--- src/rtl/rpi_shift_master.sv ---
// Two-port round-robin serial shift master for a register bank: MSB-first shift, latch strobe, done pulse.
// Optional readback capture of rpi_sdata_out is enabled by defining SHIFT_READBACK_EN.
module rpi_shift_master #(
  parameter int CLK_DIV = 4
) (
  input  logic       clk,
  input  logic       rst,
  input  logic       req0_valid,
  input  logic [1:0] req0_regsel,
  input  logic [7:0] req0_data,
  output logic       req0_ready,
  input  logic       req1_valid,
  input  logic [1:0] req1_regsel,
  input  logic [7:0] req1_data,
  output logic       req1_ready,
  output logic       rpi_sclk,
  output logic [1:0] rpi_regsel,
  output logic       rpi_sdata_in,
  output logic       rpi_sle,
  input  logic       rpi_sdata_out,
  output logic       done,
  output logic       done_port,
  output logic [7:0] rsp_data
);

  localparam int          DATA_W     = 8;
  localparam logic [7:0]  CNT_RELOAD = 8'(CLK_DIV - 1);

  typedef enum logic [2:0] {
    IDLE,
    SHIFT_LO,
    SHIFT_HI,
    LATCH,
    DONE
  } state_t;

  state_t              r_state;
  state_t              w_next;
  logic [7:0]          r_cnt;
  logic                r_last;
  logic                r_port;
  logic                r_done_port;
  logic [1:0]          r_regsel;
  logic [DATA_W-1:0]   r_data;
  logic [2:0]          r_bit;
  logic                w_phase_end;
  logic                w_accept;
  logic                w_done_entry;

  always_comb begin
    w_next       = r_state;
    req0_ready   = 1'b0;
    req1_ready   = 1'b0;
    rpi_sclk     = 1'b0;
    rpi_sdata_in = 1'b0;
    rpi_sle      = 1'b0;
    rpi_regsel   = 2'b11;
    done         = 1'b0;
    w_phase_end  = (r_cnt == 8'd0);
    case (r_state)
      IDLE: begin
        // r_last=1 means port 1 was served last, so port 0 wins a tie
        if (req0_valid && (!req1_valid || r_last)) begin
          req0_ready = 1'b1;
        end else if (req1_valid) begin
          req1_ready = 1'b1;
        end
        if ((req0_valid && req0_ready) || (req1_valid && req1_ready)) begin
          w_next = SHIFT_LO;
        end
      end
      SHIFT_LO: begin
        rpi_sdata_in = r_data[r_bit];
        rpi_regsel   = r_regsel;
        if (w_phase_end) w_next = SHIFT_HI;
      end
      SHIFT_HI: begin
        rpi_sclk     = 1'b1;
        rpi_sdata_in = r_data[r_bit];
        rpi_regsel   = r_regsel;
        if (w_phase_end) w_next = (r_bit == 3'd0) ? LATCH : SHIFT_LO;
      end
      LATCH: begin
        rpi_sle    = 1'b1;
        rpi_regsel = r_regsel;
        if (w_phase_end) w_next = DONE;
      end
      DONE: begin
        done   = 1'b1;
        w_next = IDLE;
      end
      default: w_next = IDLE;
    endcase
  end

  assign w_accept     = (req0_valid && req0_ready) || (req1_valid && req1_ready);
  assign w_done_entry = (r_state == LATCH) && (w_next == DONE);

  always_ff @(posedge clk) begin
    if (rst) begin
      r_state     <= IDLE;
      r_cnt       <= CNT_RELOAD;
      r_last      <= 1'b1;
      r_port      <= 1'b0;
      r_done_port <= 1'b0;
    end else begin
      r_state <= w_next;
      // every phase boundary is a state change, so reloading on change times each phase
      if (w_next != r_state) begin
        r_cnt <= CNT_RELOAD;
      end else if (r_cnt != 8'd0) begin
        r_cnt <= r_cnt - 8'd1;
      end
      if (w_accept) begin
        r_last <= req1_ready;
        r_port <= req1_ready;
      end
      if (w_done_entry) r_done_port <= r_port;
    end
  end

  always_ff @(posedge clk) begin
    if (w_accept) begin
      r_regsel <= req1_ready ? req1_regsel : req0_regsel;
      r_data   <= req1_ready ? req1_data   : req0_data;
      r_bit    <= 3'd7;
    end else if ((r_state == SHIFT_HI) && (w_next == SHIFT_LO)) begin
      r_bit <= r_bit - 3'd1;
    end
  end

  assign done_port = r_done_port;

`ifdef SHIFT_READBACK_EN
  logic [DATA_W-1:0] r_rx;
  logic [DATA_W-1:0] r_rsp;

  // sample once per bit, on the first cycle with sclk high
  always_ff @(posedge clk) begin
    if ((r_state == SHIFT_HI) && (r_cnt == CNT_RELOAD)) begin
      r_rx <= {r_rx[DATA_W-2:0], rpi_sdata_out};
    end
  end

  always_ff @(posedge clk) begin
    if (rst) begin
      r_rsp <= '0;
    end else if (w_done_entry) begin
      r_rsp <= r_rx;
    end
  end

  assign rsp_data = r_rsp;
`else
  logic w_unused_sdata;
  assign w_unused_sdata = rpi_sdata_out;
  assign rsp_data       = '0;
`endif

endmodule
--- config.mk ---
export PLATFORM = sky130hd
export DESIGN_NAME = rpi_shift_master
export DESIGN_NICKNAME = d
export VERILOG_FILES = /design/src/rtl/rpi_shift_master.sv
export SDC_FILE = /design/constraint.sdc
export NUM_CORES = 1
export LEC_CHECK = 0
export CAP_MARGIN = 20
export CORE_MARGIN = 10
export CORE_UTILIZATION = 47
export CTS_CLUSTER_SIZE = 10
export DETAILED_ROUTE_END_ITERATION = 10
export GPL_ROUTABILITY_DRIVEN = 0
export PLACE_DENSITY = 0.81
export SETUP_SLACK_MARGIN = 0.5
export SYNTH_ARGS = -nofsm -noshare
export SYNTH_HDL_FRONTEND = slang
export SYNTH_SLANG_ARGS = --single-unit
--- constraint.sdc ---
create_clock -name clk -period 2 [get_ports clk]
set_input_delay 0.2 -clock clk [delete_from_list [all_inputs] [get_ports clk]]
set_output_delay 0.2 -clock clk [all_outputs]
set_load 0.01 [all_outputs]
; ---- Word level (Yosys, flattened, before mapping)
; Index checks and enable logic that the tools add are counted.
[word_totals]
regBits = 27
in_bits = 25
output_inout_bits = 17
wordCells = 58
[classes]
addsub = 2
n_lt_le_gt_ge = 1
n_eq_ne = 7
muxes = 22
n_reduce_logical = 18
[op_table]
columns = operator, count
row1 = $mux 1, 12
row2 = $mux 3, 4
row3 = $pmux 3 s4, 1
row4 = $logic_not 8->1, 1
row5 = $mux 8, 1
row6 = $reduce_bool 8->1, 1
row7 = $sub 8x1->8 const B, 1
row8 = $logic_and 1x1->1, 7
row9 = $eq 3x1->1 const B, 2
row10 = $eq 3x2->1 const B, 2
row11 = $eq 3x3->1 const B, 2
row12 = $logic_not 3->1, 2
row13 = $mux 2, 3
row14 = $lt 3x4->1 const B, 1
row15 = $reduce_or 2->1, 2
row16 = $bmux 1 s3, 1
row17 = $logic_or 1x1->1, 3
row18 = $ne 3x3->1, 1
row19 = $reduce_or 3->1, 1
row20 = $sub 3x1->3 const B, 1
row21 = $logic_not 1->1, 1

; ---- Logic depth before layout (Yosys ltp)
; Gate-level depths: netlist of run 1.
[logic_depth]
ltp_word = 11
ltp_mapped = 7
ltp_nobuf = 6

; ---- Worst setup path after synthesis of run 1
; No wires, ideal clock.
[synth_timing]
path_type = register to register
from = register r_cnt[0]
to = register r_state[0]
setup_time_ns = 0.103
t_arrival_ns = 1.528
t_required_ns = 1.897
slack_ns = 0.369
stages_incl_launch_ff = 8
path_buffers = 1
period_less_slack_ns = 1.631
path_cell_list = dfxtp_1 > inv_1 > ha_1 > nor3b_1 > and2_1 > buf_6 > a211oi_2 > a2111oi_2
[synth_via]
elab_chain_len = 3
elab_cells_between_ends = 5
classes_between = mux: 4 / reduce/logical: 1
[synth_rtl]
columns = element, line
row1 = start: declaration, 39  ; logic [7:0] r_cnt;
row2 = start signal: assignment, 112  ; r_cnt <= r_cnt - 8'd1;
row3 = $logic_not 8->1 (*), 59  ; w_phase_end = (r_cnt == 8'd0);
row4 = "$mux 3, on equally long branches", "86, 75, 81"
row5 = $pmux 3 s4 (*), 60  ; case (r_state)
row6 = end signal: assignment, 107  ; r_state <= w_next;
row7 = end: declaration, 37  ; state_t r_state;
; Mark *: on every way between the ends. The rest lies on a longest branch, timed or not.
; A chain may end at the register's enable or synchronous reset.

; ---- Worst setup path in the final report of run 1
[layout_timing]
from = register r_bit[0]
to = output port rpi_sdata_in
[layout_via]
elab_chain_len = 3
[layout_rtl]
columns = element, line
row1 = start: declaration, 45  ; logic [2:0] r_bit;
row2 = start signal: assignment, 128  ; r_bit <= r_bit - 3'd1;
row3 = $bmux 1 s3, "73, 79"
row4 = $mux 1 (implied by the code), "73, 79"
row5 = $mux 1, n/a
row6 = end: declaration, 18  ; output logic rpi_sdata_in,
; Every way passes these cells. The select of a mux whose other input is x is not followed.

==> out/metrics.csv, run 1 <==
metric,value,unit
status,"complete, no violations",
"CTS clk-pin slew, worst paths",0.15,ns
Final setup viols,0,
WHS,0.500,ns
CTS tree,yes,
Async SR Flop Fraction,0,%
die extent in x,75.3,µm
"FF+latch count, synth",27,
Finished Layout Cells,233,
Reg power frac,54.4,%
DR vias/cell,5.52,
maximum vdd drop,0.000430,V
Tot GR Track Use,13.6,%
crit path launch type,register,
# DRC,0,
sequential-to-total area share from yosys stat,44.6,%
Switch Pwr,0.294,mW
CP max stage cell,mux4_2,
Slew Limit Fails,0,
mux cell area share after synthesis,11.7,%
Crit Path Max Fanout,3,
CP arrival,1.59,ns
skew final,0.0120,ns
Max Fclk,0.559,GHz
largest family of logic cells by synthesized area,simple AND/OR/NAND/NOR gates,
Hold Path Class,reg -> reg,
fill count,192,
min Tclk post-route,1.79,ns
"Largest stage delay, worst path",0.49,ns
die area,0.00567,mm²
IO Pins,42,
WP data required,1.80,ns
"commonest cells after routing, fill and taps aside","25 x buf_4, 24 x clkdlybuf4s50_1, 10 x mux2_2, 10 x buf_6, 10 x edfxtp_1",
adder-cell share of the synthesized area,2.61,%
unrepaired setup endpoints after global routing,yes,
P&R area growth vs syn,50.9,%
"antenna viol nets, final",0,
Crit path max-delay family,multiplexers,
Port Buffers,32,
Clock Power Share,21.9,%
final count of hold timing violations,0,
Internal,0.827,mW
Net Sw Frac,26.2,%
num rows,20,
"commonest non-fill, non-tap cell in the layout",buf_4,
endpoint class of the critical path,output port,
Layout Nets,229,
Placed Instances,198,
"Avg Cell Area, Syn",10.6,µm²
Starting Density,48.3,%
simple-gate share of the synthesized area,17.6,%
Syn. warnings,0,
Synth cell types,43,
share of cells above drive strength 1,45.5,%
CTS Sinks,27,
Crit Path Category,reg -> out,
antenna fix cells,0,
DR WL/cell,18.2,µm
Post-Syn Instances,136,
number of max-cap violations,0,
CP Cell Sequence,mux4_2 -> mux2i_1 -> nor3_1 -> buf_2,
synthesized area,0.00144,mm²
Post-synth EDFFs,10,
largest net degree at the start of global routing,15,
Overflow after GRT,0,
DRT Pass-1 Iters,4,
XOR/XNOR Fraction of Synth Area,4.26,%
dpl hpwl,2420,µm
ys flop type,dfxtp_1,
clk_lat worst skew,0.33,ns
number of CTS-inserted buffers,3,
vias in the first global route,1313,
Gate power share,23.8,%
fraction of the mapped netlist area in compound gates,9.66,%
Iteration-0 DRC Markers,59,
Setup TNS,0,ns
P per Cell Area,517,mW/mm²
CTS HTree Levels,1,
"wirelength, routed",4250,µm
Leak,0.929,nW
first-pass GRT wire length,5970,µm
part of the cycle the worst path needs,89.5,%
Core ar.,0.00298,mm²
vias,1286,
WP buf/inv,1,
die height,75.3,µm
Root Buffer Master,clkbuf_4,
number of antenna violations at the first check in global routing,0,
Clock Path Buffers,2,
==> per-stage QoR <==
step	power (mW)	cell area, µm²	util (%)	worst slack [ns]
floorplan	0.736	1500	-	0.493
global placement	0.802	1780	59.6	0.127
detailed placement	0.811	1780	59.6	0.120
CTS	1.08	2010	67.6	0.217
global route	1.17	2170	72.9	0.127
finish	1.12	2170	72.9	0.210
==> cell type report <==
cell class                      count  area (µm²)  area share [%]
Clock buffer                        4        26.3            1.21
Inverter                            9        36.3            1.67
Tap cell                           33        41.3            1.90
Timing Repair Buffer               66         591            27.2
Sequential cell                    27         663            30.6
Multi-Input combinational cell     94         812            37.4
==> routing by layer <==
layer	GRT usage, %	share of wire (%)	wire, µm
met2	24.7	54	2290
met5	0	0	0
met1	14.0	37	1560
met4	4.33	1.7	73
met3	4.95	7.7	328
==> cells in the mapped netlist, types with 2 or more instances <==
cell type / number / area share (%)
nand3_1: 3 / 1.0
xnor2_1: 5 / 3.0
nor3b_1: 2 / 1.0
mux2_2: 10 / 7.8
and2_1: 2 / 0.87
and3_1: 3 / 1.3
buf_4: 9 / 4.7
ha_1: 3 / 2.6
a21oi_1: 5 / 1.7
xor2_1: 2 / 1.2
nand2_1: 10 / 2.6
dfxtp_1: 17 / 24
nor2_1: 10 / 2.6
o21ai_0: 4 / 1.4
a21boi_0: 2 / 1.0
or3_1: 2 / 0.87
edfxtp_1: 10 / 21
mux4_2: 2 / 3.1
inv_1: 9 / 2.3
nor3_1: 3 / 1.0
==> tightest hold or removal path, cell delays in order (launching register included) <==
cell	delay [ns]
dfxtp_1	0.35
o21ai_2	0.07
a21oi_2	0.06
==> state kept, by name, indices dropped and copies added, names as in the netlist <==
name       flops
r_cnt          8
r_port         1
r_last         1
r_state        3
r_data         8
done_port      1
r_regsel       2
r_bit          3
==> path summary, 6_finish.rpt <==
kind	from	to	cells after the start	slack, ns
hold / removal	done_port	done_port	2	0.50
hold reg to reg	done_port	done_port	2	0.50
setup / recovery	r_bit[0]	rpi_sdata_in	4	0.21
setup reg to reg	r_state[0]	r_data[7]	6	0.34
==> logic make-up after synthesis <==
kind of cell / count (synthesis)
and+or+nand+nor: 44
DFF: 27
buffers and inverters: 22
AOI/OAI and AO/OA: 19
muxes: 13
xor gates and xnor gates: 7
adders and majority gates: 3
other: 1
==> power by group through the flow <==
stage	clock, mW	sequential (mW)	combinational [mW]
floorplan	0	0.623	0.113
global placement	0	0.630	0.172
detailed placement	0	0.631	0.179
CTS	0.249	0.611	0.217
global route	0.274	0.612	0.285
finish	0.245	0.610	0.266
==> repair_timing <==
item | CTS | global route
pin swaps | 7 | 9
endpoints found under the setup margin | 42 | 41
resized for setup | 57 | 30
gates cloned | 1 | 0
hold buffers | 0 | 0
setup buffers | 20 | 10
No activity file was read; power rests on OpenSTA's default activity.
==> run 2: changes to the inputs <==
--- a/config.mk
+++ b/config.mk
@@ -5,13 +5,14 @@
 export SDC_FILE = /design/constraint.sdc
 export NUM_CORES = 1
 export LEC_CHECK = 0
+export ABC_AREA = 1
 export CAP_MARGIN = 20
 export CORE_MARGIN = 10
-export CORE_UTILIZATION = 47
+export CORE_UTILIZATION = 48
 export CTS_CLUSTER_SIZE = 10
 export DETAILED_ROUTE_END_ITERATION = 10
 export GPL_ROUTABILITY_DRIVEN = 0
-export PLACE_DENSITY = 0.81
+export PLACE_DENSITY = 0.82
 export SETUP_SLACK_MARGIN = 0.5
 export SYNTH_ARGS = -nofsm -noshare
 export SYNTH_HDL_FRONTEND = slang
==> run 2 against run 1 <==
  * Cell count up 30%
  * Global-route usage down 1.1 points
  * Routed wire length up 2.1%
  * Design area up 6.1%
  * Largest cell class unchanged
  * Highest routed layer unchanged
  * Largest power group unchanged
  * Clock skew up 0.0092 ns
  * Combinational power up 56%
  * First-iteration DRC count up 54%
==> out/metrics.csv, run 2 <==
metric,value,unit,change
share of the synthesized area in the top cell type,22.0,%,was 23.7%
Reg2Reg Depth,13,,was 6
Finished Layout Cells,304,,was 233
reg2reg end,r_bit[0],,was r_data[7]
Reg power frac,48.9,%,was 54.4%
Port Buffers,32,,unchanged
Async SR Flop Fraction,0,%,unchanged
unrepaired setup endpoints after global routing,yes,,unchanged
CP arrival,1.51,ns,was 1.59 ns
most frequent cell after synthesis,nand2_1,,was dfxtp_1
Layout Nets,289,,was 229
die height,76.8,µm,was 75.3 µm
Tot GR Track Use,12.5,%,was 13.6%
Iteration-0 DRC Markers,91,,was 59
number of antenna violations at the first check in global routing,0,,unchanged
"CTS clk-pin slew, worst paths",0.17,ns,was 0.15 ns
DR vias/cell,4.86,,was 5.52
number of CTS-inserted buffers,3,,unchanged
IO Pins,42,,unchanged
Net Sw Frac,30.9,%,was 26.2%
maximum vdd drop,0.000409,V,was 0.000430 V
Crit Path Max Fanout,4,,was 3
Overflow after GRT,0,,unchanged
CTS tree,yes,,unchanged
Max Fclk,0.586,GHz,was 0.559 GHz
Gate power share,31.6,%,was 23.8%
"wirelength, routed",4340,µm,was 4250 µm
status,"complete, no violations",,unchanged
num rows,20,,unchanged
Hold Path Class,in -> reg,,was reg -> reg
Post-Syn Instances,196,,was 136
Placed Instances,272,,was 198
Post-synth EDFFs,10,,unchanged
DP Area,0.00190,mm²,was 0.00178 mm²
crit path launch type,register,,unchanged
Clock Path Buffers,2,,unchanged
WP data required,1.80,ns,about the same
number of max-cap violations,0,,unchanged
fill count,207,,was 192
DRT Pass-1 Iters,4,,unchanged
RR Startpoint,r_state[1],,was r_state[0]
skew final,0.0212,ns,was 0.0120 ns
P per Cell Area,571,mW/mm²,was 517 mW/mm²
vias in the first global route,1435,,was 1313
"commonest non-fill, non-tap cell in the layout",nand2_1,,was buf_4
ys flop type,dfxtp_1,,unchanged
Core ar.,0.00308,mm²,was 0.00298 mm²
Internal,0.909,mW,was 0.827 mW
P&R area growth vs syn,48.8,%,was 50.9%
Leak,1.02,nW,was 0.929 nW
Setup TNS,0,ns,unchanged
CTS HTree Levels,1,,unchanged
Synth cell types,34,,was 43
"Avg Cell Area, Syn",7.89,µm²,was 10.6 µm²
"antenna viol nets, final",0,,unchanged
die extent in x,76.8,µm,was 75.3 µm
min Tclk post-route,1.71,ns,was 1.79 ns
cts hold-fix bufs,0,,unchanged
"commonest cells after routing, fill and taps aside","43 x nand2_1, 24 x clkdlybuf4s50_1, 22 x buf_4",,"was 25 x buf_4, 24 x clkdlybuf4s50_1, 10 x mux2_2, 10 x buf_6, 10 x edfxtp_1"
# DRC,0,,unchanged
Switch Pwr,0.406,mW,was 0.294 mW
Crit Path Category,reg -> out,,unchanged
DR WL/cell,14.3,µm,was 18.2 µm
part of the cycle the worst path needs,85.4,%,was 89.5%
Clock Power Share,19.5,%,was 21.9%
hold depth,3,,was 2
share of cells above drive strength 1,42.7,%,was 45.5%
Root Buffer Master,clkbuf_4,,unchanged
flop-to-flop setup slack,0.35,ns,was 0.34 ns
synthesized area,0.00155,mm²,was 0.00144 mm²
dpl hpwl,2490,µm,was 2420 µm
Slew Limit Fails,0,,unchanged
Final setup viols,0,,unchanged
sequential-to-total area share from yosys stat,41.4,%,was 44.6%
Syn. warnings,0,,unchanged
"top cells by area, synth","dfxtp_1 22%, edfxtp_1 19%, nand2_1 13%",,"was dfxtp_1 24%, edfxtp_1 21%, mux2_2 7.8%"
Critical path destination,rpi_sdata_in,,unchanged
total power,1.31,mW,was 1.12 mW
Setup crit start,r_state[1],,was r_bit[0]
first-pass GRT wire length,6170,µm,was 5970 µm
Regs by FF count,"r_cnt x8, r_data x8",,unchanged
final count of hold timing violations,0,,unchanged
antenna fix cells,0,,unchanged
largest net degree at the start of global routing,17,,was 15
post-route cell area,0.00230,mm²,was 0.00217 mm²
"FF+latch count, synth",27,,unchanged
vias,1478,,was 1286
leading area contributor after synthesis,dfxtp_1,,unchanged
CTS Sinks,27,,unchanged
clk_lat worst skew,0.35,ns,was 0.33 ns
synth cell count leaders,"53 x nand2_1, 19 x nor2_1, 17 x dfxtp_1",,"was 17 x dfxtp_1, 10 x edfxtp_1, 10 x mux2_2, 10 x nand2_1, 10 x nor2_1"
endpoint class of the critical path,output port,,unchanged
die area,0.00589,mm²,was 0.00567 mm²
Starting Density,50.2,%,was 48.3%
run 2: cells by family (layout without fill, tap and decap cells):
| family | Yosys count | after routing | synth area share [%] |
|---|---|---|---|
| compound gates | 21 | 21 | 7.93 |
| xor+xnor | 5 | 5 | 2.83 |
| fa+ha+maj | 3 | 3 | 2.43 |
| buf+inv | 33 | 90 | 11.3 |
| flops | 27 | 27 | 41.4 |
| other cells | 1 | 8 | 0.242 |
| simple gates | 106 | 106 | 33.8 |
run 2: what timing repair did:
item,CTS,global route
setup buffers,20,7
gates resized for setup,59,34
cloned,0,1
hold endpoints to repair,0,0
endpoints found under the setup margin,25,42
pin swaps,9,6
run 2: cell type report:
class                           instances  area, µm²  area share [%]
Timing Repair inverter                  1       6.26           0.272
Timing Repair Buffer                   64        593            25.8
Clock inverter                          1       6.26           0.272
Multi-Input combinational cell        143        866            37.6
Clock buffer                            3       22.5           0.979
Sequential cell                        27        659            28.7
Tap cell                               44       55.1            2.39
Inverter                               21       92.6            4.02
run 2: power by group through the flow:
stage	clock network, mW	registers [mW]	logic [mW]
after global routing	0.276	0.647	0.451
after global placement	0	0.655	0.277
after detailed placement	0	0.656	0.283
after floorplan	0	0.647	0.196
final	0.257	0.642	0.415
after CTS	0.258	0.640	0.348
run 2: critical path, stage by stage, from the launching register on:
cell and delay (ns):
dfxtp_4 0.43, inv_4 0.05, nor3_4 0.24, inv_2 0.07, nand2_2 0.07, o21ai_1 0.07
nor2_1 0.10, buf_2 0.14
run 2: how the worst min path moves through the flow:
stage | from | to | slack [ns]
2_1_floorplan | rst | r_port | 0.27
3_3_place_gp | r_port | r_port | 0.45
3_5_place_dp | r_port | r_port | 0.46
4_1_cts | req1_data[7] | r_data[7] | 0.48
5_1_grt | req0_regsel[1] | r_regsel[1] | 0.48
6_report | req1_data[7] | r_data[7] | 0.48
run 2: through the flow:
stage | hold slack (ns) | util [%] | worst slack, ns
3_5_place_dp | 0.457 | 61.6 | 0.118
2_1_floorplan | 0.269 | - | 0.507
6_report | 0.478 | 74.8 | 0.293
5_1_grt | 0.484 | 74.8 | 0.208
3_3_place_gp | 0.454 | 61.6 | 0.139
4_1_cts | 0.477 | 69.3 | 0.340
run 2: layer usage:
layer | vias to the layer above | part of all wire [%] | routed length [µm] | GRT usage [%]
li1 | 739 | - | - | -
met1 | 677 | 38 | 1670 | 13.0
met2 | 57 | 55 | 2390 | 22.4
met3 | 5 | 5.1 | 221 | 3.15
met4 | 0 | 1.5 | 65 | 6.51
met5 | - | 0 | 0 | 0
==> run 3: changes to the inputs <==
--- a/config.mk
+++ b/config.mk
@@ -13,6 +13,7 @@
 export DETAILED_ROUTE_END_ITERATION = 10
 export GPL_ROUTABILITY_DRIVEN = 0
 export PLACE_DENSITY = 0.82
+export REMOVE_ABC_BUFFERS = 1
 export SETUP_SLACK_MARGIN = 0.5
 export SYNTH_ARGS = -nofsm -noshare
 export SYNTH_HDL_FRONTEND = slang
==> run 3 against run 2 <==
  * Design area is 5.6% lower
  * Combinational power is 16% lower
  * Sequential share of layout area is 1.6 points higher
  * Critical path depth stayed put
  * Routed wire length is 13% lower
  * Die area stayed put
  * Cell count is 2.6% lower
  * Fmax is 4.0% higher
  * Largest power group unchanged
  * Global-route usage is 0.41 points lower
==> out/metrics.csv, run 3 (synthesis results as in run 2) <==
metric,value,unit,change
min Tclk post-route,1.64,ns,was 1.71 ns
die height,76.8,µm,unchanged
GR peak layer,met2,,unchanged
IO Pins,42,,unchanged
Final setup viols,0,,unchanged
first-pass GRT wire length,6080,µm,was 6170 µm
largest net degree at the start of global routing,15,,was 17
Overflow after GRT,0,,unchanged
Hold Startpoint,r_port,,was req1_data[7]
met1 Use GR,11.5,%,was 13.0%
"CTS clk-pin slew, worst paths",0.15,ns,was 0.17 ns
die area,0.00589,mm²,unchanged
Port Buffers,32,,unchanged
Starting Density,50.2,%,unchanged
pre-CTS WS,0.0954,ns,was 0.118 ns
Core ar.,0.00308,mm²,unchanged
Regs by FF count,"r_cnt x8, r_data x8",,unchanged
Crit Path Category,reg -> out,,unchanged
part of the cycle the worst path needs,82.1,%,was 85.4%
Root Buffer Master,clkbuf_4,,unchanged
Layout Nets,281,,was 289
RR Startpoint,r_state[1],,unchanged
slack of the critical path,0.358,ns,was 0.293 ns
"commonest cells after routing, fill and taps aside","48 x nand2_1, 24 x clkdlybuf4s50_1, 21 x buf_4",,"was 43 x nand2_1, 24 x clkdlybuf4s50_1, 22 x buf_4"
P&R area growth vs syn,40.5,%,was 48.8%
clk_lat worst skew,0.33,ns,was 0.35 ns
dpl hpwl,2610,µm,was 2490 µm
Crit Path Max Fanout,4,,unchanged
num rows,20,,unchanged
DR vias/cell,4.81,,was 4.86
Setup crit start,r_state[1],,unchanged
Max Fclk,0.609,GHz,was 0.586 GHz
CP arrival,1.44,ns,was 1.51 ns
status,"complete, no violations",,unchanged
Clock Path Buffers,2,,unchanged
crit path launch type,register,,unchanged
"wirelength, routed",3780,µm,was 4340 µm
WHS,0.487,ns,was 0.478 ns
Tot GR Track Use,12.1,%,was 12.5%
endpoint class of the critical path,output port,,unchanged
Setup TNS,0,ns,unchanged
number of max-cap violations,0,,unchanged
skew final,0.00944,ns,was 0.0212 ns
final count of hold timing violations,0,,unchanged
antenna fix cells,0,,unchanged
vias,1425,,was 1478
number of antenna violations at the first check in global routing,0,,unchanged
Iteration-0 DRC Markers,40,,was 91
Slew Limit Fails,0,,unchanged
"antenna viol nets, final",0,,unchanged
CTS Sinks,27,,unchanged
DR WL/cell,12.8,µm,was 14.3 µm
share of cells above drive strength 1,36.1,%,was 42.7%
number of CTS-inserted buffers,3,,unchanged
CTS HTree Levels,1,,unchanged
"commonest non-fill, non-tap cell in the layout",nand2_1,,unchanged
Leak,0.953,nW,was 1.02 nW
DRT Pass-1 Iters,4,,unchanged
Placed Instances,270,,was 272
met2 usage in global routing,22.9,%,was 22.4%
vias in the first global route,1464,,was 1435
Hold Path Class,reg -> reg,,was in -> reg
CTS tree,yes,,unchanged
met3 Use GR,3.85,%,was 3.15%
fill count,243,,was 207
unrepaired setup endpoints after global routing,yes,,unchanged
maximum vdd drop,0.000384,V,was 0.000409 V
Finished Layout Cells,296,,was 304
post-layout util,70.6,%,was 74.8%
# DRC,0,,unchanged
WP data required,1.80,ns,about the same
die extent in x,76.8,µm,unchanged
P per Cell Area,566,mW/mm²,was 571 mW/mm²
run 3: cell count changes in the layout (fill, tap and decap cells not counted), sizes merged:
cell,previous run,this run
clkdlybuf4s15,0,1
clkbuf,4,7
inv,21,19
buf,39,28
clkinv,2,3
run 3: what timing repair did:
action | 4_1_cts | 5_1_grt
pin swaps | 4 | 9
endpoints found under the setup margin | 32 | 31
hold buffers | 0 | 0
gates resized for setup | 43 | 30
cloned | 0 | 1
setup buffers | 12 | 9
run 3: final timing paths:
kind	to	slack (ns)	cells after the start
worst max-delay path	rpi_sdata_in	0.36	7
worst min register to register	r_port	0.49	2
worst max register to register	r_cnt[4]	0.38	10
worst min-delay path	r_port	0.49	2
run 3: critical path: stages, from the launching register on:
cell	delay, ns
dfxtp_4	0.43
inv_4	0.06
nor3_4	0.23
inv_2	0.06
nand2_2	0.07
o21ai_2	0.05
nor2_1	0.09
buf_2	0.13
run 3: cell type report:
class                      instances  area [µm²]  share of cell area (%)
clock buffer                       4        26.3                    1.21
tap                               44        55.1                    2.53
sequential                        27         658                    30.3
timing repair inverter             1        5.00                   0.230
timing repair buffer              56         484                    22.3
multi-input combinational        143         848                    39.1
inverter                          21        95.1                    4.38
run 3: per-stage QoR:
stage                     instance area [µm²]  power [mW]
after global routing                     2170        1.29
after global placement                   1880       0.926
after detailed placement                 1880       0.936
after floorplan                          1480       0.823
final                                    2170        1.23
after CTS                                2030        1.19
run 3: per-layer routing:
layer / up-vias / share of wire [%] / wire, µm
met2: 41 / 54 / 2030
met3: 6 / 6.0 / 227
li1: 724 / - / -
met5: - / 0 / 0
met4: 0 / 1.5 / 55
met1: 654 / 39 / 1470
run 3: where the power goes:
group	internal (mW)	total, mW	switching [mW]
combinational	0.163	0.348	0.185
clock	0.0782	0.238	0.159
sequential	0.620	0.644	0.0231
total	0.862	1.23	0.368
==> edit 1, RTL diff (settings of run 1) <==
Encoding of `state_t`: now one-hot (5 bits for 5 states).
--- a/src/rtl/rpi_shift_master.sv
+++ b/src/rtl/rpi_shift_master.sv
@@ -26,12 +26,12 @@
   localparam int          DATA_W     = 8;
   localparam logic [7:0]  CNT_RELOAD = 8'(CLK_DIV - 1);
 
-  typedef enum logic [2:0] {
-    IDLE,
-    SHIFT_LO,
-    SHIFT_HI,
-    LATCH,
-    DONE
+  typedef enum logic [4:0] {
+    IDLE     = 5'b00001,
+    SHIFT_LO = 5'b00010,
+    SHIFT_HI = 5'b00100,
+    LATCH    = 5'b01000,
+    DONE     = 5'b10000
   } state_t;
 
   state_t              r_state;
Check against the original RTL: same outputs for any inputs over 10 cycles, from zero or initial values and one cycle with rst high; not proved beyond that.
==> edit 1 against run 1 <==
Sequential cell count grew 2. Maximum frequency down 6.6%. Combinational power rose by 62%. Synthesized cell count rose by 32%. Cell area is 36% higher. Routed wire length rose by 34%. Power up 53%. Area after synthesis up 26%. Worst setup slack worse by 0.13 ns. Largest cell class unchanged.
==> edit 1: results (changes against run 1) <==
| Metric | Value |
|---|---|
| Via/cell ratio | 5.685 (+3.0%) |
| Area growth, synth to finish | 62.47% |
| CTS clk-pin slew, worst paths | 0.07 ns (-0.08 ns) |
| Invs w/o clock | 7 (-2) |
| Num rows | 22 (+10%) |
| Detailed-route via count | 1751 (+36%) |
| Largest cells by area after synthesis | dfxtp_1, edfxtp_1, mux2_2 |
| Mux cell area share after synthesis | 9.813% (-1.8 points) |
| Post-synthesis sequential area ratio | 37.60% (-7.0 points) |
| Post-synth cell types | 58 (+35%) |
| Flip-flop and latch power | 685 uW (+12%) |
| HPWL Detailed | 3467 um (+43%) |
| Area of the multi-input gates | 0.001290 sq mm (+59%) |
| Post-Place Cell Area | 0.002450 sq mm (+38%) |
| Met3 GRT Util | 6.332% (+1.4 points) |
| Biggest regs | r_cnt x8, r_data x8, r_state x5 |
| #MultiIn Comb | 134 (+43%) |
| Clock root cell | clkbuf_8 |
| Clk Latency, worst-skew pair | 0.29 ns (-0.04 ns) |
| CP Max Fanout | 7 (+4) |
| Post-CTS sizing | 53 (-7.0%) |
| Met2 usage | 27.82% (+3.1 points) |
| First-pass GRT wire length | 8480 um (+42%) |
| Avg Cell Area, Syn | 10.06 sq um (-4.8%) |
| Post-Synth Adder-Cell Area | 2.695% (+0.084 points) |
| Leakage | 0.001206 uW (+30%) |
| Clk sinks | 29 (+7.4%) |
| Status | completed |
| Number of fill cells | 222 (+16%) |
-- edit 1: cell types whose count changed in the layout (fill, tap and decap cells not counted), moves of 4 or more --
cell / before / now
buf_4: 25 / 38
clkbuf_8: 0 / 5
inv_1: 5 / 1
mux2_2: 10 / 1
mux2_4: 0 / 9
nand2b_1: 0 / 4
nand3_1: 0 / 4
nor2_1: 9 / 4
nor3_2: 0 / 5
nor4_2: 0 / 4
-- edit 1: logic make-up (layout without fill, tap and decap cells) --
kind of cell               after synthesis  in the layout
and+or+nand+nor                         69             69
AOI/OAI and AO/OA                       36             36
DFF                                     29             29
buffers and inverters                   24             97
muxes                                   14             14
adders and majority gates                4              4
xor gates and xnor gates                 3              3
other                                    1              8
-- edit 1: final timing paths --
kind / end / slack (ns) / cells after the start
max reg2reg: r_cnt[0] / 0.08 / 6
min reg2reg: r_port / 0.46 / 2
min: r_port / 0.46 / 2
max: r_cnt[0] / 0.08 / 6
==> edit 2, RTL diff (flow settings as in run 1) <==
Without the edit above. The option `SHIFT_READBACK_EN` is turned on by a define.
--- a/src/rtl/rpi_shift_master.sv
+++ b/src/rtl/rpi_shift_master.sv
@@ -1,5 +1,7 @@
 // Two-port round-robin serial shift master for a register bank: MSB-first shift, latch strobe, done pulse.
 // Optional readback capture of rpi_sdata_out is enabled by defining SHIFT_READBACK_EN.
+`define SHIFT_READBACK_EN
+
 module rpi_shift_master #(
   parameter int CLK_DIV = 4
 ) (
Behaviour: no difference found for any inputs over 10 cycles, from zero or initial values and one cycle with rst high; that may be too few to reach the edited logic, so the function may still have changed.
==> edit 2 against run 1 <==
Routed wire length up 14%. Worst setup slack improved by 0.056 ns. First-iteration DRC count is 6.8% lower. Die area rose by 26%. Area after synthesis is 36% higher. Cell area rose by 33%. Clock skew grew 0.0020 ns. Largest power group unchanged. Sequential cell count increased by 16. Sequential power up 57%. Clock power increased to 2.8 times the old value. Sequential share of layout area is 6.6 points higher. Synthesized cell count increased by 23%. Power grew 65%.
==> edit 2: results (changes against run 1) <==
| Metric | Value |
|---|---|
| Hold path depth | 1 (-1) |
| Post-Place Cells | 257 (+30%) |
| Hold Path Origin | rpi_sdata_out |
| Leakage | 0.001202 uW (+29%) |
| Nets@finish | 269 (+17%) |
| Post-CTS sizing | 53 (-7.0%) |
| Place WS | 0.1228 ns (+0.002606 ns) |
| Register area | 0.001070 sq mm (+61%) |
| Vias in the first global route | 1539 (+17%) |
| Detailed-route via count | 1566 (+22%) |
| Drt first pass iters | 5 (+1) |
| Worst endpoint data arrival time | 1.53 ns (-0.06 ns) |
| Reg2reg setup slack | 0.40 ns (+0.06 ns) |
| Worst Clk Skew | 0.01395 ns (+0.001961 ns) |
| Clk buf depth | 2 (unchanged) |
| Peak supply drop | 0.5203 mV (+21%) |
| Post-Place Cell Area | 0.002460 sq mm (+39%) |
| Status | completed |
| Ratio of cells with drive above 1 in the final layout | 40.25% (-5.3 points) |
| First-pass GRT wire length | 7417 um (+24%) |
| Clock root cell | clkbuf_8 |
| Number of fill cells | 294 (+53%) |
| Top cells by count, synth | dfxtp_1, nor2_1, edfxtp_1 |
| Sw Pwr | 419.0 uW (+43%) |
| Hold slack | 0.4479 ns (-0.05236 ns) |
| Largest cells by area after synthesis | edfxtp_1, dfxtp_1, mux2_2 |
| Initial DRC Count | 55 (-6.8%) |
| Wire length per cell | 16.69 um (-8.5%) |
| HPWL Detailed | 2927 um (+21%) |
| Hold crit path type | input pin to flop |
| Hold Path End | r_rx[0] |
| Post-synthesis sequential area ratio | 53.20% (+8.6 points) |
| FF-to-FF End | r_rx[7] |
| H-tree Lvls | 2 (+1) |
| Antenna violations before repair | 0 (unchanged) |
| Critical path's slowest cell | mux4_2 |
| Final wirelength | 4858 um (+14%) |
| Gate count of the mapped netlist | 167 (+23%) |
| Setup bufs post-CTS | 17 (-15%) |
| Post-synth cell types | 42 (-2.3%) |
| TritonCTS Buffers | 5 (+2) |
| Input/output buffers | 41 (+28%) |
[edit 2: area by class of cell]
cell class | instances | share of cell area (%)
Multi-Input combinational cell | 110 | 33.13
Tap cell | 50 | 2.174
Clock buffer | 5 | 2.391
Sequential cell | 43 | 37.17
Inverter | 7 | 1.087
Timing Repair Buffer | 73 | 22.52
Clock inverter | 3 | 1.522
[edit 2: worst max-delay path, delay by kind of cell (launching register included)]
| kind | cells | cell delay (ns) |
|---|---|---|
| DFF | 1 | 0.37 |
| buffers and inverters | 1 | 0.14 |
| muxes | 2 | 0.65 |
| and+or+nand+nor | 1 | 0.06 |
[edit 2: power groups by stage]
stage | combinational, uW | sequential [uW] | clock [uW]
finish | 213 | 956 | 684
global route | 233 | 959 | 730
CTS | 194 | 956 | 687
detailed placement | 177 | 980 | 0
global placement | 173 | 979 | 0
floorplan | 96.1 | 972 | 0
[edit 2: worst max-delay path by stage]
stage	end	cells after the start	slack [ns]	from
after detailed placement	rpi_sdata_in	4	0.12	r_bit[0]
after global placement	rpi_sdata_in	4	0.14	r_bit[0]
final	rpi_sdata_in	4	0.27	r_bit[0]
after CTS	rpi_sdata_in	4	0.25	r_bit[0]
after floorplan	r_rx[0]	2	0.38	r_cnt[6]
after global routing	rpi_sdata_in	4	0.17	r_bit[0]
[edit 2: per-layer routing]
metal,track usage (%),part of all wire (%),vias to the layer above
li1,-,-,750
met1,14.20,41,749
met2,19.97,49,56
met3,7.150,8.7,11
met4,3.144,1.7,0
met5,0,0,-
[edit 2: logic make-up after synthesis]
| logic type | synth area share, % |
|---|---|
| flops | 53.20 |
| mux | 14.26 |
| simple gates | 17.65 |
| compound gates | 6.202 |
| buf+inv | 4.348 |
| fa+ha+maj | 2.558 |
| xor+xnor | 1.790 |
